File: config.mk
export PLATFORM = sky130hd
export DESIGN_NAME = led_bar_fader
export DESIGN_NICKNAME = d
export VERILOG_FILES = /design/src/rtl/led_bar_fader.sv
export SDC_FILE = /design/constraint.sdc
export NUM_CORES = 1
export LEC_CHECK = 0
export ABC_AREA = 1
export BUFFER_PORTS_ARGS = -buffer_cell sky130_fd_sc_hd__buf_4
export CORE_ASPECT_RATIO = 1.75
export CORE_MARGIN = 2
export CORE_UTILIZATION = 40
export DETAILED_ROUTE_END_ITERATION = 6
export GPL_TIMING_DRIVEN = 0
export PLACE_DENSITY_LB_ADDON = 0.3
export SYNTH_ARGS = -nofsm -noshare
export SYNTH_HDL_FRONTEND = slang
export SYNTH_SLANG_ARGS = --single-unit
File: constraint.sdc
create_clock -name clk -period 11 [get_ports clk]
set_clock_uncertainty 0.05 [all_clocks]
set_input_delay 2.2 -clock clk [delete_from_list [all_inputs] [get_ports clk]]
set_output_delay 2.2 -clock clk [all_outputs]
set_load 0.01 [all_outputs]
File: src/rtl/led_bar_fader.sv
// led_bar_fader: per-LED PWM drive with afterglow; a lit LED jumps to full, then fades linearly once released.
// Define LED_BAR_FADER_GAMMA_EN to square the level at the duty latch for a perceptually linear fade.
module led_bar_fader #(
  parameter int N_LEDS      = 10,
  parameter int PWM_BITS    = 8,
  parameter int DECAY_TICKS = 50000,
  parameter int DECAY_STEP  = 8
) (
  input  logic              clk,
  input  logic              rst,
  input  logic [N_LEDS-1:0] pat_in,
  input  logic              pat_valid,
  output logic [N_LEDS-1:0] led_out,
  output logic              frame_tick
);

  localparam int DW = (DECAY_TICKS > 1) ? $clog2(DECAY_TICKS) : 1;
  localparam logic [PWM_BITS-1:0] PWM_MAX  = '1;
  localparam logic [DW-1:0]       DEC_LAST = DW'(DECAY_TICKS - 1);
  localparam logic [PWM_BITS:0]   STEP_W   = (PWM_BITS + 1)'(DECAY_STEP);

  logic [PWM_BITS-1:0] pwm_cnt;
  logic [DW-1:0]       decay_cnt;
  logic                decay_hit;
  logic                frame_end;
  logic [N_LEDS-1:0]   led_nxt;

  assign decay_hit = (decay_cnt == DEC_LAST);
  assign frame_end = (pwm_cnt == PWM_MAX);

  always_ff @(posedge clk or posedge rst) begin
    if (rst) begin
      pwm_cnt    <= '0;
      decay_cnt  <= '0;
      frame_tick <= 1'b0;
      led_out    <= '0;
    end else begin
      pwm_cnt    <= pwm_cnt + PWM_BITS'(1);
      decay_cnt  <= decay_hit ? '0 : decay_cnt + DW'(1);
      frame_tick <= frame_end;
      led_out    <= led_nxt;
    end
  end

  for (genvar i = 0; i < N_LEDS; i++) begin : g_ch
    logic [PWM_BITS-1:0] level;
    logic [PWM_BITS-1:0] duty;
    logic [PWM_BITS-1:0] duty_nxt;
    logic [PWM_BITS:0]   dec_diff;

    // One bit wider so an underflow shows up as the top bit and clamps to zero.
    assign dec_diff = {1'b0, level} - STEP_W;

`ifdef LED_BAR_FADER_GAMMA_EN
    assign duty_nxt = PWM_BITS'(({{PWM_BITS{1'b0}}, level} * {{PWM_BITS{1'b0}}, level}) >> PWM_BITS);
`else
    assign duty_nxt = level;
`endif

    assign led_nxt[i] = (duty > pwm_cnt);

    always_ff @(posedge clk or posedge rst) begin
      if (rst) begin
        level <= '0;
        duty  <= '0;
      end else begin
        if (pat_valid && pat_in[i]) begin
          level <= PWM_MAX;
        end else if (decay_hit) begin
          level <= dec_diff[PWM_BITS] ? '0 : dec_diff[PWM_BITS-1:0];
        end
        // Duty only moves at the frame boundary so a PWM period never glitches.
        if (frame_end) begin
          duty <= duty_nxt;
        end
      end
    end
  end

endmodule

# Word level (Yosys, flattened, before mapping)
# Cells that the tools add are included.
[word_totals]
regBits = 195
output_inout_bits = 11
wordCells = 99
[classes]
add_sub_neg = 12
n_lt_le_gt_ge = 10
n_eq_ne = 2
muxes = 31
reduce_logical = 20
[ops]
columns = ["op", "count"]
rows = [
  ["8-bit two-way mux", 30],
  ["8-bit by 4-bit subtractor with 9-bit output (second input constant)", 10],
  ["8-bit > comparator", 10],
  ["2-bit nonzero test", 10],
  ["16-bit by 1-bit adder with 16-bit output (second input constant)", 1],
  ["16-bit equality test (second input constant)", 1],
  ["16-bit two-way mux", 1],
  ["1-bit logical AND", 10],
  ["8-bit by 1-bit adder with 8-bit output (second input constant)", 1],
  ["8-bit equality test (second input constant)", 1],
]

# Depth between registers and ports, before layout
# Gate-level depths: netlist of run 1.
[logic_depth]
depth_word = 4
ltp_mapped = 9

# Worst setup path after synthesis of run 1
# OpenSTA, ideal clock, no wires.
[synth_timing]
path_type = "input-to-reg"
startpoint = "in pat_valid"
endpoint = "reg g_ch[2].level[6]"
setup_ns = 0.117
arrival_time_ns = 2.947
required_ns = 10.833
setup_slack_ns = 7.886
cell_stages = 6
cell_sequence = "clkbuf_1 -> nand2_1 -> clkbuf_1 -> nand3_1 -> nand2_1 -> nand2_1"
[synth_via]
elab_chain_cells = 2
[synth_rtl]
columns = ["item", "line_no", "source"]
rows = [
  ["start, declared", "12", "input logic pat_valid,"],
  ["1-bit logical AND *", "67", "if (pat_valid && pat_in[i]) begin"],
  ["8-bit two-way mux or 2-bit nonzero test (tied branches)", "n/a", ""],
  ["end signal, assigned", "70", "level <= dec_diff[PWM_BITS] ? '0 : dec_diff[PWM_BITS-1:0];"],
  ["end, declared", "46", "logic [PWM_BITS-1:0] level;"],
]
# Mark *: on every way between the ends. The rest lies on a longest branch, timed or not.
# A chain may end at the register's enable or synchronous reset.

# Worst setup path in the final report of run 1
[layout_timing]
startpoint = "in pat_valid"
endpoint = "reg g_ch[3].level[4]"
[layout_via]
elab_chain_cells = 2
[layout_rtl]
columns = ["item", "line_no"]
rows = [
  ["1-bit logical AND *", "67"],
  ["8-bit two-way mux or 2-bit nonzero test (tied branches)", "n/a"],
  ["end signal, assigned", "70"],
  ["end, declared", "46"],
]
# Marks and branches as above.

==> metrics.md, run 1 <==
| Metric | Value |
|---|---|
| Status | `complete, no violations` |
| PostCTS Resize Cnt | `0` |
| Area contributors post-synth | `dfrtp_1 42%, nand2_1 15%, ha_1 13%, nand3_1 6.3%, inv_1 4.4%` |
| Number of H-tree levels | `4` |
| Cell Pwr Density | `approximately 130 nW/um^2` |
| Hold Slack | `a little over 0.4 ns` |
| Mapped Area | `9186 um^2` |
| Core ar. | `22650 um^2` |
| Row cnt | `73` |
| TritonCTS Buffers | `17` |
| GR Util All Layers | `0.1820` |
| Synthesized net count | `1246` |
| Tot Pwr | `1370 uW` |
| Crit share post-route | `0.3004` |
| Most frequent cells in the layout | `360 x nand2_1, 155 x dfrtp_1, 116 x nand3_1` |
| Chip Width | `approximately 120 um` |
| Max transition margin | `0.4465` |
| Initial Util | `0.4055` |
| CTS root buf | `clkbuf_16` |
| Post-CTS Setup Repair Bufs | `0` |
| Initial antenna violation count | `0` |
| Non-Filler Instances | `about 1500` |
| CTS Hold Bufs | `0` |
| Yosys top cell area share | `0.4222` |
| Max-cap violations | `0` |
| Peak VDD IR | `between 0.08 and 0.09 mV` |
| Total global routing overflow | `0` |
| Critical path's slowest cell | `clkbuf_1` |
| Share of cells above drive strength 1 | `0.09791` |
| Nets | `~1300` |
| Worst R2R Path Depth | `8` |
| Via count | `between 7000 and 8000` |
| CP bufs+invs | `1` |
| Final Cell Area | `about 10000 um^2` |
| Most common cell after layout, fill and taps aside | `nand2_1` |
| Post-synth top area cell | `dfrtp_1` |
| Post-synthesis sequential area ratio | `0.4222` |
| Synth unique cells | `23` |
| Crit path arrival time | `3.63 ns` |
| DR vias/cell | `between 4 and 5` |
| Worst hold path depth | `1` |
| Startpoint types | `primary input` |
| I/O pin cnt | `24` |
| Yosys reg bits | `roughly 160` |
| Routed WL per cell | `roughly 14 um` |
| RSZ-0062 raised after global routing | `false` |
| ANT nets after route | `0` |
| HP Class | `reg2reg` |
| Worst slew pin tran | `0.8302 ns` |
| CTS tree | `yes` |
| Mapped Cells | `1141` |
| Filler cells | `between 2000 and 2500` |
| Clock buffer depth | `2` |
| Post-synthesis area per instance | `8.051 um^2` |
| Largest net degree at the start of global routing | `~110` |
| Data required time at the worst endpoint | `around 11 ns` |
| Post-route DRC violation count | `0` |
| Fin. max-slew vios | `0` |
| Crit Path Category | `in2reg` |
| Final setup violation count | `0` |
| CTS clk-pin slew, worst paths | `roughly 0.06 ns` |
| Die area | `24240 um^2` |
| Max Clk Rate | `302.6 MHz` |
| CP peak stage delay | `between 0.6 and 0.7 ns` |
| Final Critical Period | `3.305 ns` |
| DP Cell Count | `roughly 1500` |
| Yosys warns | `0` |
| Delay-heaviest family, CP | `simple AND/OR/NAND/NOR gates` |
| Routed WL | `about 21000 um` |
| Critical Path Stages | `5` |
| GP Congestion | `roughly 0.83` |
| Sum Neg Setup Slack | `0 ns` |
| Pleak | `around 0.0057 uW` |
| Final Hold Fails | `0` |
| Clock Sinks | `approximately 160` |
| Crit-path cells | `clkbuf_1, nand2_1, nand2_1, nand2_1, nand2_1` |
| Iteration count of the initial detailed-routing pass | `5` |
| IO buf count | `22` |
| Post-Place Cell Area | `9762 um^2` |
| Crit end category | `flop` |
| Most frequent CP cell | `nand2_1` |
| Post-detail-place hpwl | `approximately 16000 um` |
| Critical-path maximum fanout | `10` |
| Area Overhead vs Synth | `13.01%` |
| Number of global-route vias before repair | `between 7000 and 8000` |
| First-pass GRT wire length | `around 35000 um` |
| Die H | `between 200 and 250 um` |
| 1st-iter DRT viols | `roughly 400` |
| Clk Latency, worst-skew pair | `0.43 ns` |
| N_diodes | `0` |
## synthesized netlist by cell type, drive strengths merged
cell / n
xor2: 21
clkbuf: 9
ha: 92
o21bai: 11
o21a: 10
nand4: 21
a21oi: 52
o21ai: 68
nor3: 8
nand2: 361
buf: 19
inv: 111
nor2: 86
dfrtp: 155
nand3: 117
## per-stage QoR
step	util	worst slack, ns
2_1_floorplan	-	4.572
3_3_place_gp	0.4294	2.563
3_5_place_dp	0.4310	7.254
4_1_cts	0.4583	7.715
5_1_grt	0.4583	7.596
6_report	0.4583	7.695
## kinds of logic (layout without fill, tap and decap cells)
family / after synthesis / count (layout) / share of synthesized area
simple gates: 593 / 593 / 0.2667
flops: 155 / 155 / 0.4222
compound gates: 141 / 141 / 0.09888
buf+inv: 139 / 193 / 0.06688
fa+ha+maj: 92 / 92 / 0.1253
xor+xnor: 21 / 21 / 0.02002
## power by group
| group | switching, uW | internal (uW) | leakage [uW] | total [uW] |
|---|---|---|---|---|
| combinational | 81.5 | 39.7 | 0.00341 | 121 |
| sequential | 28.7 | 594 | 0.00194 | 622 |
| clock | 231 | 396 | 0.000300 | 627 |
| total | 341 | 1030 | 0.00566 | 1370 |
## path summary, 6_finish.rpt
| check | startpoint | end | slack [ns] |
|---|---|---|---|
| worst min register to register | decay_cnt[0] | decay_cnt[0] | 0.41 |
| worst min-delay path | decay_cnt[0] | decay_cnt[0] | 0.41 |
| min in group asynchronous | rst | g_ch[7].duty_nxt[4] | 1.70 |
| worst max-delay path | pat_valid | g_ch[3].duty_nxt[4] | 7.70 |
| worst max register to register | pwm_cnt[0] | g_ch[0].duty[7] | 8.86 |
| max in group asynchronous | rst | g_ch[0].duty[2] | 8.31 |
## per-layer routing
| metal | vias up | share of wire | global-route usage |
|---|---|---|---|
| li1 | 3819 | - | - |
| met1 | 3432 | 0.43 | 0.2087 |
| met2 | 78 | 0.53 | 0.3391 |
| met3 | 26 | 0.022 | 0.03488 |
| met4 | 0 | 0.018 | 0.05442 |
| met5 | - | 0 | 0 |
## state kept, by name (all words and copies together), names as in the netlist
name           flops
g_ch.duty         60
g_ch.duty_nxt     60
decay_cnt         16
led_out           10
pwm_cnt            8
frame_tick         1
## area by class of cell
class / count / area [um^2] / area share
plain buffers: 28 / 197.7 / 0.01904
clock buffers: 24 / 481.7 / 0.04640
clock inverters: 7 / 137.6 / 0.01326
inverters: 111 / 424.2 / 0.04086
multi-input cells: 847 / 4693 / 0.4521
flip-flops and latches: 155 / 3879 / 0.3736
well taps: 300 / 375.4 / 0.03616
repair buffers: 23 / 192.7 / 0.01856
Note: power is estimated with default switching activity, not from simulation.
==> run 2: changes to the inputs <==
- clock period: 11 -> 3 ns (I/O delays scaled with it)
==> run 2 against run 1 <==
Effect of this change: sequential share of layout area decreased by 0.21 points; die area unchanged; critical path depth rose by 3; register-to-register slack lost 8.0 ns; cell count up 0.27%.
==> metrics.md, run 2 (synthesis results as in run 1) <==
| Metric | Value |
|---|---|
| Post-Place Cell Area | `9811 um^2 (+0.50%)` |
| Share of cells above drive strength 1 | `0.1018 (+0.003844)` |
| ANT nets after route | `0 (unchanged)` |
| Routed WL per cell | `13.81 um (-0.91%)` |
| Critical Path Sink | `g_ch[3].duty[3]` |
| Crit path arrival time | `2.38 ns (-1.25 ns)` |
| Most frequent cells in the layout | `360 x nand2_1, 155 x dfrtp_1, 116 x nand3_1` |
| Final Hold Fails | `0 (unchanged)` |
| Clk Latency, worst-skew pair | `0.44 ns (about the same)` |
| Crit Path Category | `reg2reg` |
| Clk pwr share | `0.460 (+0.003)` |
| Post-route DRC violation count | `0 (unchanged)` |
| Reg2reg start | `pwm_cnt[0]` |
| CTS clk-pin slew, worst paths | `0.06 ns (about the same)` |
| Most common cell after layout, fill and taps aside | `nand2_1` |
| Worst slew pin tran | `0.7667 ns (-0.06352 ns)` |
| Max Clk Rate | `between 400 and 500 MHz` |
| Number of global-route vias before repair | `7397 (+3.0%)` |
| Core ar. | `22650 um^2 (unchanged)` |
| CTS Hold Bufs | `0 (unchanged)` |
| Initial Util | `0.4055 (unchanged)` |
| Crit-path cells | `ha_1, nand2_1, nor3_2, nand3_2, buf_6, buf_6, nand2_1, o21ai_1` |
| Clock buffer depth | `2 (unchanged)` |
| Number of H-tree levels | `4 (unchanged)` |
| Iteration count of the initial detailed-routing pass | `6 (+1)` |
| Switch Pwr | `1281 uW (+280%)` |
| CP startpoint | `pwm_cnt[0]` |
| Die area | `24240 um^2 (unchanged)` |
| Chip Width | `118.6 um (unchanged)` |
| CTS root buf | `clkbuf_16` |
| Crit share post-route | `0.7072` |
| Post-detail-place hpwl | `15760 um (+0.70%)` |
| Comb pwr share | `0.088 (about the same)` |
| Pleak | `0.005681 uW (+0.41%)` |
| Peak VDD IR | `0.4204 mV (+380%)` |
| Cell-internal power | `3767 uW (+270%)` |
| Fin. max-slew vios | `0 (unchanged)` |
| Max-cap violations | `0 (unchanged)` |
| 1st-iter DRT viols | `353 (-12%)` |
| Final setup violation count | `0 (unchanged)` |
| Final Cell Area | `10440 um^2 (+0.55%)` |
| Largest net degree at the start of global routing | `40 (-64%)` |
| Status | `complete, no violations` |
| Row cnt | `73 (unchanged)` |
| Startpoint types | `flop` |
| N_diodes | `0 (unchanged)` |
| Critical path's slowest cell | `dfrtp_1` |
| Sw Share | `0.2537 (+0.004938)` |
| First-pass GRT wire length | `35300 um (+0.55%)` |
| GP Congestion | `0.8324 (+0.46%)` |
| Critical Path Stages | `8 (+3)` |
| Final Critical Period | `2.122 ns` |
| PostCTS Resize Cnt | `0 (unchanged)` |
| HP Class | `in2async` |
| Max transition margin | `0.4889 (+0.04235)` |
| Filler cells | `2338 (+1.5%)` |
| CP bufs+invs | `2 (+1)` |
| I/O pin cnt | `24 (unchanged)` |
| Reg2reg end | `g_ch[3].duty[3]` |
| Delay-heaviest family, CP | `flip-flops` |
| Via count | `7365 (+0.14%)` |
| CP peak stage delay | `0.71 ns (+0.10 ns)` |
| Area Overhead vs Synth | `13.63%` |
| R2R setup slack | `0.88 ns (-7.98 ns)` |
| Total global routing overflow | `0 (unchanged)` |
| Crit end category | `flop` |
| Cell Pwr Density | `483.6 nW/um^2 (+270%)` |
| TritonCTS Buffers | `17 (unchanged)` |
| Clock Sinks | `155 (unchanged)` |
| RSZ-0062 raised after global routing | `false` |
| IO buf count | `22 (unchanged)` |
| DR vias/cell | `4.913 (-0.13%)` |
| Routed WL | `20710 um (-0.64%)` |
| CTS tree | `yes` |
| Seq pwr share | `0.452 (-0.002)` |
| GR Util All Layers | `0.1828 (+0.0008118)` |
| Initial antenna violation count | `0 (unchanged)` |
| Post-CTS Setup Repair Bufs | `0 (unchanged)` |
| Critical-path maximum fanout | `13 (+3)` |
| Data required time at the worst endpoint | `3.26 ns (-8.06 ns)` |
| Worst R2R Path Depth | `8 (unchanged)` |
| Die H | `204.5 um (unchanged)` |
| Nets | `1291 (+0.23%)` |
| Hold Slack | `0.2114 ns (-0.2018 ns)` |
## run 2: layout make-up
type                       instances  area [um^2]  area share
tap                              300        375.4     0.03596
timing repair buffer              26        245.2     0.02349
clock buffer                      22        464.2     0.04447
multi-input combinational        847         4693      0.4496
buffer                            28        197.7     0.01894
inverter                         111        420.4     0.04027
clock inverter                    10        163.9     0.01570
sequential                       155         3879      0.3716
## run 2: through the flow
step           setup WS (ns)  cells  setup TNS [ns]  total power (uW)  utilization
3_5_place_dp          0.8022   1467               0              2770       0.4331
4_1_cts               0.8026   1499               0              5117       0.4608
6_report              0.8784   1499               0              5048       0.4608
3_3_place_gp         -0.7215   1463         -109.95              2750       0.4296
2_1_floorplan         0.3911   1141               0              2636            -
5_1_grt               0.6988   1499               0              5281       0.4608
## run 2: metal layers
metal	GRT usage	vias to the layer above	routed length [um]	share of wire
met4	0.07611	0	578	0.028
met1	0.2050	3414	8916	0.43
met2	0.3356	90	10740	0.52
met5	0	-	0	0
li1	-	3822	-	-
met3	0.03488	39	476	0.023
## run 2: power groups by stage
stage | Sequential [uW] | Combinational (uW) | Clock, uW
after floorplan | 2290 | 347 | 0
after global placement | 2320 | 434 | 0
after detailed placement | 2320 | 451 | 0
after CTS | 2280 | 455 | 2380
after global routing | 2290 | 527 | 2460
final | 2280 | 447 | 2320
## run 2: worst min-delay path by stage
| stage | start | endpoint | slack [ns] | cells after the start |
|---|---|---|---|---|
| finish | rst | g_ch[1].duty[7] | 0.21 | 2 |
| global route | rst | pwm_cnt[0] | 0.26 | 2 |
| CTS | rst | g_ch[1].duty[7] | 0.22 | 2 |
| detailed placement | decay_cnt[0] | decay_cnt[0] | 0.41 | 1 |
| global placement | decay_cnt[0] | decay_cnt[0] | 0.39 | 1 |
| floorplan | decay_cnt[0] | decay_cnt[0] | 0.38 | 1 |
